### src/rtl/ifetch_pkg.sv
// Shared types and constants for the instruction fetch front end.
package ifetch_pkg;

  localparam int INST_W = 32;
  localparam int PC_STEP = 4;
  localparam logic [31:0] DEFAULT_RESET_PC = 32'h0000_0000;

  typedef struct packed {
    logic [31:0]       pc;
    logic [INST_W-1:0] inst;
  } fetch_entry_t;

  // Fetch addresses are always word aligned; low bits of a target are dropped.
  function automatic logic [31:0] align_pc(input logic [31:0] addr);
    return {addr[31:2], 2'b00};
  endfunction

endpackage

### src/rtl/instr_fetch_unit_queue.sv
// Circular prefetch FIFO (fetch_queue) holding {pc, instruction} pairs.
module fetch_queue
  import ifetch_pkg::*;
#(
  parameter int DEPTH = 4,
  localparam int AW = $clog2(DEPTH),
  localparam int CW = AW + 1
) (
  input  logic         clk,
  input  logic         reset,
  input  logic         flush,
  input  logic         push,
  input  fetch_entry_t push_entry,
  input  logic         pop,
  output fetch_entry_t head,
  output logic [CW-1:0] count
);

  logic [AW-1:0] rd_ptr;
  logic [AW-1:0] wr_ptr;
  fetch_entry_t  mem [DEPTH];
  logic          do_pop;
  logic          do_push;

  // A push into a full queue is legal only when the head leaves on the same edge.
  assign do_pop  = pop && (count != '0);
  assign do_push = push && ((count != CW'(DEPTH)) || do_pop);
  assign head    = mem[rd_ptr];

  always_ff @(posedge clk or posedge reset) begin
    if (reset) begin
      rd_ptr <= '0;
      wr_ptr <= '0;
      count  <= '0;
    end else if (flush) begin
      rd_ptr <= '0;
      wr_ptr <= '0;
      count  <= '0;
    end else begin
      if (do_push) wr_ptr <= wr_ptr + 1'b1;
      if (do_pop)  rd_ptr <= rd_ptr + 1'b1;
      count <= count + CW'(do_push) - CW'(do_pop);
    end
  end

  always_ff @(posedge clk) begin
    if (do_push && !flush) mem[wr_ptr] <= push_entry;
  end

endmodule

### src/rtl/instr_fetch_unit.sv
// Fetch stage: issues sequential fetches, queues responses, handles redirects.
// Optional perf counters are enabled with `define IFETCH_PERF_CNT_EN.
module instr_fetch_unit
  import ifetch_pkg::*;
#(
  parameter int          DEPTH    = 4,
  parameter logic [31:0] RESET_PC = DEFAULT_RESET_PC
) (
  input  logic              clk,
  input  logic              reset,
  output logic              imem_req,
  output logic [31:0]       imem_addr,
  input  logic [INST_W-1:0] imem_rdata,
  input  logic              redirect_valid,
  input  logic [31:0]       redirect_pc,
  output logic              inst_valid,
  input  logic              inst_ready,
  output logic [INST_W-1:0] inst_out,
  output logic [31:0]       inst_pc
`ifdef IFETCH_PERF_CNT_EN
  ,
  output logic [31:0]       perf_fetched,
  output logic [31:0]       perf_flushed
`endif
);

  localparam int CW = $clog2(DEPTH) + 1;
  localparam logic [CW:0] DEPTH_W = (CW+1)'(DEPTH);

  logic [31:0]   fetch_pc;
  logic          epoch;
  logic          inflight;
  logic          inflight_epoch;
  logic [31:0]   inflight_pc;
  logic [CW-1:0] count;
  logic [CW:0]   occupancy;
  logic          push;
  logic          pop;
  fetch_entry_t  head;
  fetch_entry_t  wr_entry;

  // The in-flight response already owns a queue slot, so it counts toward capacity.
  assign occupancy  = {1'b0, count} + {{CW{1'b0}}, inflight};
  assign imem_req   = !reset && !redirect_valid && (occupancy < DEPTH_W);
  assign imem_addr  = fetch_pc;
  assign push       = inflight && (inflight_epoch == epoch) && !redirect_valid;
  assign pop        = inst_valid && inst_ready && !redirect_valid;
  assign wr_entry   = '{pc: inflight_pc, inst: imem_rdata};
  assign inst_valid = (count != '0);
  assign inst_out   = inst_valid ? head.inst : '0;
  assign inst_pc    = inst_valid ? head.pc : '0;

  always_ff @(posedge clk or posedge reset) begin
    if (reset) begin
      fetch_pc       <= RESET_PC;
      epoch          <= 1'b0;
      inflight       <= 1'b0;
      inflight_epoch <= 1'b0;
      inflight_pc    <= '0;
    end else if (redirect_valid) begin
      fetch_pc <= align_pc(redirect_pc);
      epoch    <= ~epoch;
      inflight <= 1'b0;
    end else begin
      inflight <= imem_req;
      if (imem_req) begin
        fetch_pc       <= fetch_pc + 32'(PC_STEP);
        inflight_pc    <= fetch_pc;
        inflight_epoch <= epoch;
      end
    end
  end

  fetch_queue #(.DEPTH(DEPTH)) u_queue (
    .clk       (clk),
    .reset     (reset),
    .flush     (redirect_valid),
    .push      (push),
    .push_entry(wr_entry),
    .pop       (pop),
    .head      (head),
    .count     (count)
  );

`ifdef IFETCH_PERF_CNT_EN
  logic [32:0] fetched_sum;
  logic [32:0] flushed_sum;

  // Saturating counters; a redirect drops every queued entry plus any response in flight.
  assign fetched_sum = {1'b0, perf_fetched} + 33'(push);
  assign flushed_sum = {1'b0, perf_flushed} + 33'(count) + 33'(inflight);

  always_ff @(posedge clk or posedge reset) begin
    if (reset) begin
      perf_fetched <= '0;
      perf_flushed <= '0;
    end else begin
      perf_fetched <= fetched_sum[32] ? 32'hFFFF_FFFF : fetched_sum[31:0];
      if (redirect_valid)
        perf_flushed <= flushed_sum[32] ? 32'hFFFF_FFFF : flushed_sum[31:0];
    end
  end
`endif

endmodule

### config.mk
export PLATFORM = sky130hd
export DESIGN_NAME = instr_fetch_unit
export DESIGN_NICKNAME = d
export VERILOG_FILES = /design/src/rtl/ifetch_pkg.sv /design/src/rtl/instr_fetch_unit_queue.sv /design/src/rtl/instr_fetch_unit.sv
export SDC_FILE = /design/constraint.sdc
export NUM_CORES = 1
export LEC_CHECK = 0
export ABC_AREA = 0
export CAP_MARGIN = 10
export CELL_PAD_IN_SITES_DETAIL_PLACEMENT = 1
export CELL_PAD_IN_SITES_GLOBAL_PLACEMENT = 1
export CORE_MARGIN = 4
export CORE_UTILIZATION = 47
export DETAILED_ROUTE_END_ITERATION = 8
export PLACE_DENSITY_LB_ADDON = 0.2
export SLEW_MARGIN = 20
export SYNTH_ARGS = -nofsm -noshare
export SYNTH_HDL_FRONTEND = slang
export SYNTH_HIERARCHICAL = 1
export SYNTH_SLANG_ARGS = --single-unit
### constraint.sdc
create_clock -name clk -period 4.6 [get_ports clk]
set_input_delay 1.38 -clock clk [delete_from_list [all_inputs] [get_ports clk]]
set_output_delay 1.38 -clock clk [all_outputs]
set_load 0.05 [all_outputs]
==> results.txt, run 1 <==
Final setup margin - 293 ps
Drt initial violations - 528
Initial antenna violation count - 0
CTS root buffer - clkbuf_16
R2R cell count - 9
Synth top cells by count - edfxtp_1, nand2_1, dfrtp_1
WL/cell - 20.9 um
Vias/cell - 5.40
Top cell type's share of synthesized area - 0.581
RSZ-0062 raised after global routing - no
Crit path cell chain - buf_12 > mux4_2 > and2_1 > clkdlybuf4s50_1
Input/output buffers - 161
HP Start - inflight_epoch
Reg-to-reg slack, setup - 1960 ps
Later-pin clock latency in the skew report - 510 ps
Final TNS setup - 0 ps
Congestion Overflow GR - 0
Pwr Density - 426 nW/um^2
Final period demand of the worst path - 4310 ps
DRC viols - 0
Dominant cell type by area after synthesis - edfxtp_1
Post-synthesis sequential area ratio - 0.713
Post-synth EDFFs - 256
Hold WC Path Type - reg -> reg
Num CTS Buffers - 34
Synth unique cells - 53
Num ports - 166
Max_slew headroom - 0.563
Crit Reg-Reg Endpoint - u_queue/count[1]
Seq. cell area - 9440 sq um
Crit path required time - 3220 ps
Standard-cell rows - 61
Die area - 30900 sq um
Layout cells sized above 1 - 0.155
Syn avg cell area - 16.5 sq um
FFs w/ async S/R, synth - 0.215
Fin cells - 1387
Mapped Cells - 804
Wire length on met2 - 14000 um
Max incr delay on CP - 690 ps
TritonCTS clock tree - built
Outcome - complete, no violations
ANT nets after route - 0
R2r startpoint - u_queue/count[1]
Multi-input logic area - 3540 sq um
Worst Hold Endpoint - inflight_epoch
Placed Area - 15400 sq um
Layout Nets - 1060
Hold depth - 2
Leakage - 5.76 nW
Slew Limit Fails - 0
Gr usage total - 0.193
Core area - 27800 sq um
Endpoints failing setup - 0
Register bit total from synthesis - 326
Most numerous cell in the Yosys netlist - edfxtp_1
Crit-path max FO - 34
Filler instances - 2593
Global-route wire length before repair - 46700 um
Critical Path Start Type - register
Cts hold-fix bufs - 0
Post-DP HPWL - 18600 um
Layout Skew - 12.1 ps
Total number of vias - 7496
CTS resizes - 0
Global placer's final weighted congestion - 0.811
Crit end category - primary output
WL final - 29000 um
DR pass1 iterations - 4
Detailed route wirelength on metal3 - 1690 um
Placed insts - 1327
TritonCTS sink count - 326
Bufs on Longest Clock Path - 3
Worst Path Arrival - 2930 ps
Wl on met1 - 12700 um
Ys flop type - edfxtp_1
Hold Vio Cnt, Final - 0
N_diodes - 0
WS Path Type - reg -> out
Area growth syn-to-layout - 24.3%
CP top delay family - buffers and inverters
MaxCap Viol Count - 0
Setup repair bufs after CTS - 0
Number of H-tree levels - 2
Worst Path Buf+Inv - 2
Final period util - 0.936
Post-Route Utilization - 0.592
Pin count of the biggest net entering global routing - 66
Vert. Die Dim - 176 um
Mapped Area - 13200 sq um
Min Hold Slack - 498 ps
Top cells by area, synth - edfxtp_1, dfrtp_1, mux4_2
Initial core utilization - 0.476
FMAX - 232 MHz
Synth warn - 6
Die X - 176 um
Slowest-stage cell, CP - clkdlybuf4s50_1
Design area - 16400 sq um
Total Power - 7.01 mW
Worst-path clk slew - 60 ps
Vias in the first global route - 8099
Place WS - 463 ps
Worst slew pin tran - 655 ps
Top Layer Used - met4
Max IR drop VDD - 224 uV
==> power breakdown <==
| group | switching, mW | internal (mW) |
|---|---|---|
| logic | 0.612 | 0.347 |
| registers | 0.140 | 3.34 |
| clock network | 1.08 | 1.48 |
==> cell families (layout without fill, tap and decap cells) <==
kind of cell    Yosys count  in the layout  synth area share
compound gates           57             57            0.0315
xor+xnor                  9              9           0.00596
fa+ha+maj                 7              7           0.00719
buf+inv                  56            252            0.0230
flops                   326            326             0.713
mux                      67             67             0.111
other cells               1             10          0.000283
simple gates            281            281             0.107
==> state kept, by name, indices dropped and copies added (netlist names) <==
signal,flops
inflight_pc,30
u_queue/mem,256
inflight_epoch,1
imem_addr,30
u_queue/wr_ptr,2
epoch,1
inflight,1
u_queue/count,3
u_queue/rd_ptr,2
==> tightest hold or removal path: stages, from the launching register on <==
cell and delay, ps:
dfrtp_1 350, nand2_1 60, nand2_1 60
==> metal layers <==
layer | vias up | track usage
li1 | 3409 | -
met4 | 0 | 0.0523
met1 | 3818 | 0.274
met2 | 233 | 0.313
met3 | 36 | 0.0344
met5 | - | 0
==> worst max path at each step <==
stage / from / to / slack (ps) / depth (start not counted)
final: u_queue/rd_ptr[0] / inst_pc[30] / 290 / 4
after global routing: u_queue/rd_ptr[0] / inst_pc[18] / 140 / 4
after CTS: u_queue/rd_ptr[0] / inst_pc[30] / 210 / 4
after detailed placement: redirect_valid / imem_req / 460 / 4
after global placement: redirect_valid / imem_req / 480 / 4
after floorplan: redirect_valid / u_queue/mem[1][0] / 190 / 7
==> cell type report <==
cell class              instances  share of cell area
flip-flops and latches        326               0.574
multi-input cells             431               0.215
repair buffers                182               0.116
clock buffers                  39              0.0554
well taps                     378              0.0288
clock inverters                21             0.00837
inverters                      10             0.00259
==> cell usage in the layout, fill, tap and decap left out, drive strengths merged, types with 5 or more instances in the layout <==
| master | Yosys | final |
|---|---|---|
| edfxtp | 256 | 256 |
| clkdlybuf4s50 | 0 | 160 |
| nand2 | 133 | 133 |
| dfrtp | 70 | 70 |
| and2 | 68 | 68 |
| mux4 | 64 | 64 |
| clkbuf | 21 | 39 |
| buf | 25 | 22 |
| nand3 | 21 | 21 |
| clkinv | 1 | 18 |
| nor2 | 14 | 14 |
| o21ai | 13 | 13 |
| nand4 | 10 | 10 |
| conb | 1 | 10 |
| inv | 9 | 10 |
| o311ai | 10 | 10 |
| and3 | 8 | 8 |
| o211ai | 8 | 8 |
| a221o | 6 | 6 |
| xor2 | 6 | 6 |
| ha | 6 | 6 |
| nor3 | 6 | 6 |
| a21oi | 5 | 5 |
No activity file was read; power rests on OpenSTA's default activity.
==> run 2, diff against run 1 <==
- ABC_AREA: 0 -> default
==> results of run 2 <==
No change in the layout: final DEF, timing and power equal those of run 1.
==> run 3, diff against run 2 <==
- CORE_MARGIN: 4 -> 3
==> run 3 against run 2 <==
Worst hold slack better by 0.50 ps. Critical endpoint is now inst_pc[26]. Highest routed layer is now met5. Combinational power up 0.6%. Critical path type unchanged. Clock-buffer cell count up 6.
==> results.txt, run 3 (synthesis gave the netlist of run 1 again) <==
Number of H-tree levels - 2 (unchanged)
R2R cell count - 6 (was 9)
Commonest non-fill, non-tap cells in the layout - edfxtp_1, clkdlybuf4s50_1, nand2_1 (unchanged)
DR pass1 iterations - 5 (was 4)
Crit path cell chain - buf_4 > mux4_2 > and2_1 > clkdlybuf4s50_1 (was buf_12 > mux4_2 > and2_1 > clkdlybuf4s50_1)
CP top delay family - buffers and inverters (unchanged)
N_diodes - 0 (unchanged)
Max_slew headroom - 0.546 (was 0.563)
Crit path required time - 3220 ps (about the same)
Global placer's final weighted congestion - 0.792 (was 0.811)
Hold depth - 2 (unchanged)
Pwr Density - 429 nW/um^2 (was 426 nW/um^2)
Max IR drop VDD - 241 uV (was 224 uV)
Final period util - 0.913 (was 0.936)
Slew Limit Fails - 0 (unchanged)
WL final - 30100 um (was 29000 um)
Gr usage total - 0.202 (was 0.193)
CTS root buffer - clkbuf_16 (unchanged)
Max reg flops - 256 (unchanged)
Vert. Die Dim - 174 um (was 176 um)
Initial antenna violation count - 1 (was 0)
FMAX - 238 MHz (was 232 MHz)
Critical Path Start Type - register (unchanged)
Core area - 27300 sq um (was 27800 sq um)
Leakage - 5.77 nW (was 5.76 nW)
Hold WC Path Type - reg -> reg (unchanged)
Worst-path clk slew - 60 ps (about the same)
Drt initial violations - 570 (was 528)
Die X - 174 um (was 176 um)
Setup repair bufs after CTS - 0 (unchanged)
MaxCap Viol Count - 0 (unchanged)
Worst Path Buf+Inv - 2 (unchanged)
Worst slew pin tran - 681 ps (was 655 ps)
CTS resizes - 0 (unchanged)
WS Path Type - reg -> out (unchanged)
ANT nets after route - 0 (unchanged)
Standard-cell rows - 60 (was 61)
RSZ-0062 raised after global routing - no (unchanged)
Biggest register - u_queue/mem (unchanged)
Total number of vias - 7547 (was 7496)
Num CTS Buffers - 34 (unchanged)
Crit. path cell count - 4 (unchanged)
Endpoints failing setup - 0 (unchanged)
Num ports - 166 (unchanged)
TritonCTS sink count - 326 (unchanged)
Post-DP HPWL - 19300 um (was 18600 um)
Area growth syn-to-layout - 24.5% (was 24.3%)
Bufs on Longest Clock Path - 3 (unchanged)
Final TNS setup - 0 ps (unchanged)
Congestion Overflow GR - 0 (unchanged)
Placed insts - 1323 (was 1327)
Outcome - complete, no violations (unchanged)
Crit end category - primary output (unchanged)
Vias/cell - 5.45 (was 5.40)
Slowest-stage cell, CP - clkdlybuf4s50_1 (unchanged)
Pin count of the biggest net entering global routing - 67 (was 66)
Later-pin clock latency in the skew report - 500 ps (was 510 ps)
Layout Skew - 19.3 ps (was 12.1 ps)
Worst Path Arrival - 2820 ps (was 2930 ps)
Max incr delay on CP - 700 ps (was 690 ps)
Layout cells sized above 1 - 0.152 (was 0.155)
Cts hold-fix bufs - 0 (unchanged)
Initial core utilization - 0.484 (was 0.476)
Global-route wire length before repair - 48100 um (was 46700 um)
Hold Vio Cnt, Final - 0 (unchanged)
Fin cells - 1384 (was 1387)
Layout Nets - 1062 (was 1060)
Crit-path max FO - 19 (was 34)
Final period demand of the worst path - 4200 ps (was 4310 ps)
Input/output buffers - 161 (unchanged)
DRC viols - 0 (unchanged)
Vias in the first global route - 8461 (was 8099)
WL/cell - 21.7 um (was 20.9 um)
Most common cell after layout, fill and taps aside - edfxtp_1 (unchanged)
Die area - 30200 sq um (was 30900 sq um)
TritonCTS clock tree - built (unchanged)
## run 3: cell count changes in the layout (fill, tap and decap cells not counted)
cell / previous run / this run
or3_4: 0 / 1
buf_4: 11 / 13
clkinv_4: 3 / 1
clkinv_2: 8 / 4
bufinv_16: 1 / 2
clkbuf_1: 2 / 8
or3_2: 1 / 0
clkinvlp_4: 2 / 3
clkinv_1: 7 / 6
## run 3: through the flow
| step | power, mW | util | hold WS, ps | setup slack (ps) | instance area, sq um |
|---|---|---|---|---|---|
| CTS | 7.15 | 0.603 | 502 | 33.8 | 16500 |
| finish | 7.07 | 0.603 | 498 | 402 | 16500 |
| global route | 7.34 | 0.603 | 529 | 283 | 16500 |
| floorplan | 4.12 | - | 467 | 186 | 13300 |
| global placement | 4.49 | 0.564 | 483 | 430 | 15400 |
| detailed placement | 4.52 | 0.564 | 488 | 416 | 15400 |
## run 3: tightest hold or removal path, cell delays in order (launching register included)
cell and delay, ps:
dfrtp_1 360, nand2_1 50, nand2_1 60
## run 3: cell type report
class                   count  area, sq um
multi-input cells         431         3540
clock buffers              45          933
flip-flops and latches    326         9440
repair buffers            184         1920
fillers                  2570        10800
clock inverters            16          134
inverters                  10         42.5
well taps                 372          465
## run 3: final timing paths
| kind | startpoint | endpoint | slack, ps |
|---|---|---|---|
| worst max-delay path | u_queue/rd_ptr[0] | inst_pc[26] | 400 |
| worst min register to register | inflight_epoch | inflight_epoch | 500 |
| min in group asynchronous | reset | u_queue/count[2] | 1280 |
| worst min-delay path | inflight_epoch | inflight_epoch | 500 |
| worst max register to register | u_queue/count[1] | u_queue/mem[1][56] | 1490 |
| max in group asynchronous | reset | imem_addr[4] | 2480 |
## run 3: routing by layer
layer / wire length (um) / vias to the layer above / track usage
met5: 13 / - / 0
met4: 381 / 2 / 0.0439
met3: 1410 / 29 / 0.0355
met2: 15100 / 217 / 0.344
met1: 13200 / 3873 / 0.275
li1: - / 3426 / -
## run 3: power breakdown
group	leakage [nW]	internal (mW)	total [mW]	switching [mW]
Combinational	2.07	0.345	0.964	0.619
Sequential	3.18	3.34	3.49	0.149
Clock	0.513	1.54	2.61	1.07
==> edit, RTL diff (config.mk and constraints of run 3) <==
`DEPTH` is set to 4 in 2 places; all go to 8.
--- a/src/rtl/instr_fetch_unit_queue.sv
+++ b/src/rtl/instr_fetch_unit_queue.sv
@@ -2,7 +2,7 @@
 module fetch_queue
   import ifetch_pkg::*;
 #(
-  parameter int DEPTH = 4,
+  parameter int DEPTH = 8,
   localparam int AW = $clog2(DEPTH),
   localparam int CW = AW + 1
 ) (
--- a/src/rtl/instr_fetch_unit.sv
+++ b/src/rtl/instr_fetch_unit.sv
@@ -3,7 +3,7 @@
 module instr_fetch_unit
   import ifetch_pkg::*;
 #(
-  parameter int          DEPTH    = 4,
+  parameter int          DEPTH    = 8,
   parameter logic [31:0] RESET_PC = DEFAULT_RESET_PC
 ) (
   input  logic              clk,
Behaviour: same outputs for any inputs over 4 cycles, from zero or initial values and one cycle with reset high; that may be too few to reach the edited logic, so the function may still have changed.
==> edit against run 3 <==
Hold slack better by 18 ps. Final area is 72% higher. Setup slack worse by 280 ps. Count of clock-buffer cells in the layout is 32 higher. Sequential cell count is 259 higher. Via count is 59% higher. Synthesized cell count is 48% higher. Routed wire length is 76% higher. Largest power group unchanged. Total power is 89% higher. Combinational power is 100% higher. Synthesized area is 78% higher. Highest routed layer unchanged.
==> edit: results (changes against run 3) <==
Status: finished clean
Total CTS buffers: 59 (+74%)
Layout net count: 1482 (+40%)
Worst vdd ir: 0.000318 V (+32%)
Wl on met1: 23100 um (+75%)
GR Layer Usage met3: 2.84% (-0.71 points)
Per-cell routed wire length: 24.9 um (+15%)
Crit path DAT: 3100 ps (+280 ps)
Leak: 9.33 nW (+62%)
Post-synth ARST share: 12.5% (-9.0 points)
Placed instance count: 2005 (+52%)
Worst Skew: 18.4 ps (-0.907 ps)
Placer Congestion: 0.749 (-5.3%)
Post-CTS resize count: 3 (+3)
M1 GR Usage: 28.1% (+0.59 points)
Post-layout min period: 4480 ps (+280 ps)
Vias in the first global route: 13096 (+55%)
Reg-to-reg endpoint: u_queue/mem[2][25]$_DFFE_PP_
Routed length on met2: 26600 um (+77%)
Pin count of the biggest net entering global routing: 52 (-22%)
Tot GR Track Use: 20.1% (-0.058 points)
Metal3 WL: 2210 um (+57%)
Placed cell area: 0.0262 mm^2 (+70%)
Fillers: 4363 (+70%)
Synth unique cells: 56 (+5.7%)
Hold path cells: 1 (-1)
First-pass GRT wire length: 81000 um (+69%)
Syn avg cell area: 19.9 um^2 (+21%)
Post-CTS Setup Bufs: 2 (+2)
Worst slack, placed: 482 ps (+66.1 ps)
-- edit: cell types whose count changed in the layout (fill, tap and decap cells not counted), moves of 54 or more --
| cell | before | now |
|---|---|---|
| edfxtp_1 | 256 | 512 |
| nand2_1 | 133 | 28 |
| mux2_2 | 1 | 96 |
| nor2b_1 | 2 | 68 |
| mux4_2 | 64 | 128 |
| and2_1 | 64 | 2 |
| clkdlybuf4s50_1 | 160 | 99 |
| buf_4 | 13 | 67 |
-- edit: report_power, final --
group,switching [W],internal (W)
Combinational,0.00130,0.000638
Clock,0.00196,0.00291
Sequential,0.000366,0.00620
-- edit: logic make-up (layout without fill, tap and decap cells) --
family / Yosys count / in the layout / share of synthesized area, %
fa+ha+maj: 9 / 9 / 0.510
mux: 228 / 228 / 17.0
simple gates: 223 / 223 / 5.63
compound gates: 59 / 59 / 1.65
xor+xnor: 11 / 11 / 0.409
other cells: 1 / 18 / 0.0159
flops: 585 / 585 / 73.0
buf+inv: 70 / 321 / 1.74
-- edit: layout make-up --
cell class                      count  area [um^2]  share of cell area [%]
Tap cell                          664          831                    2.94
Timing Repair Buffer              202         2070                    7.31
Inverter                            9         46.3                   0.164
Sequential cell                   585        17200                    60.8
Clock buffer                       77         1650                    5.82
Clock inverter                     33          344                    1.22
Multi-Input combinational cell    548         6150                    21.7
-- edit: worst max path at each step --
| stage | from | to |
|---|---|---|
| finish | u_queue/rd_ptr[1]$_DFFE_PP0P_ | inst_pc[2] |
| global route | u_queue/rd_ptr[1]$_DFFE_PP0P_ | inst_pc[2] |
| CTS | u_queue/rd_ptr[1]$_DFFE_PP0P_ | inst_pc[14] |
| detailed placement | u_queue/rd_ptr[1]$_DFFE_PP0P_ | inst_pc[7] |
| global placement | reset | imem_req |
| floorplan | redirect_valid | u_queue/mem[4][0]$_DFFE_PP_ |
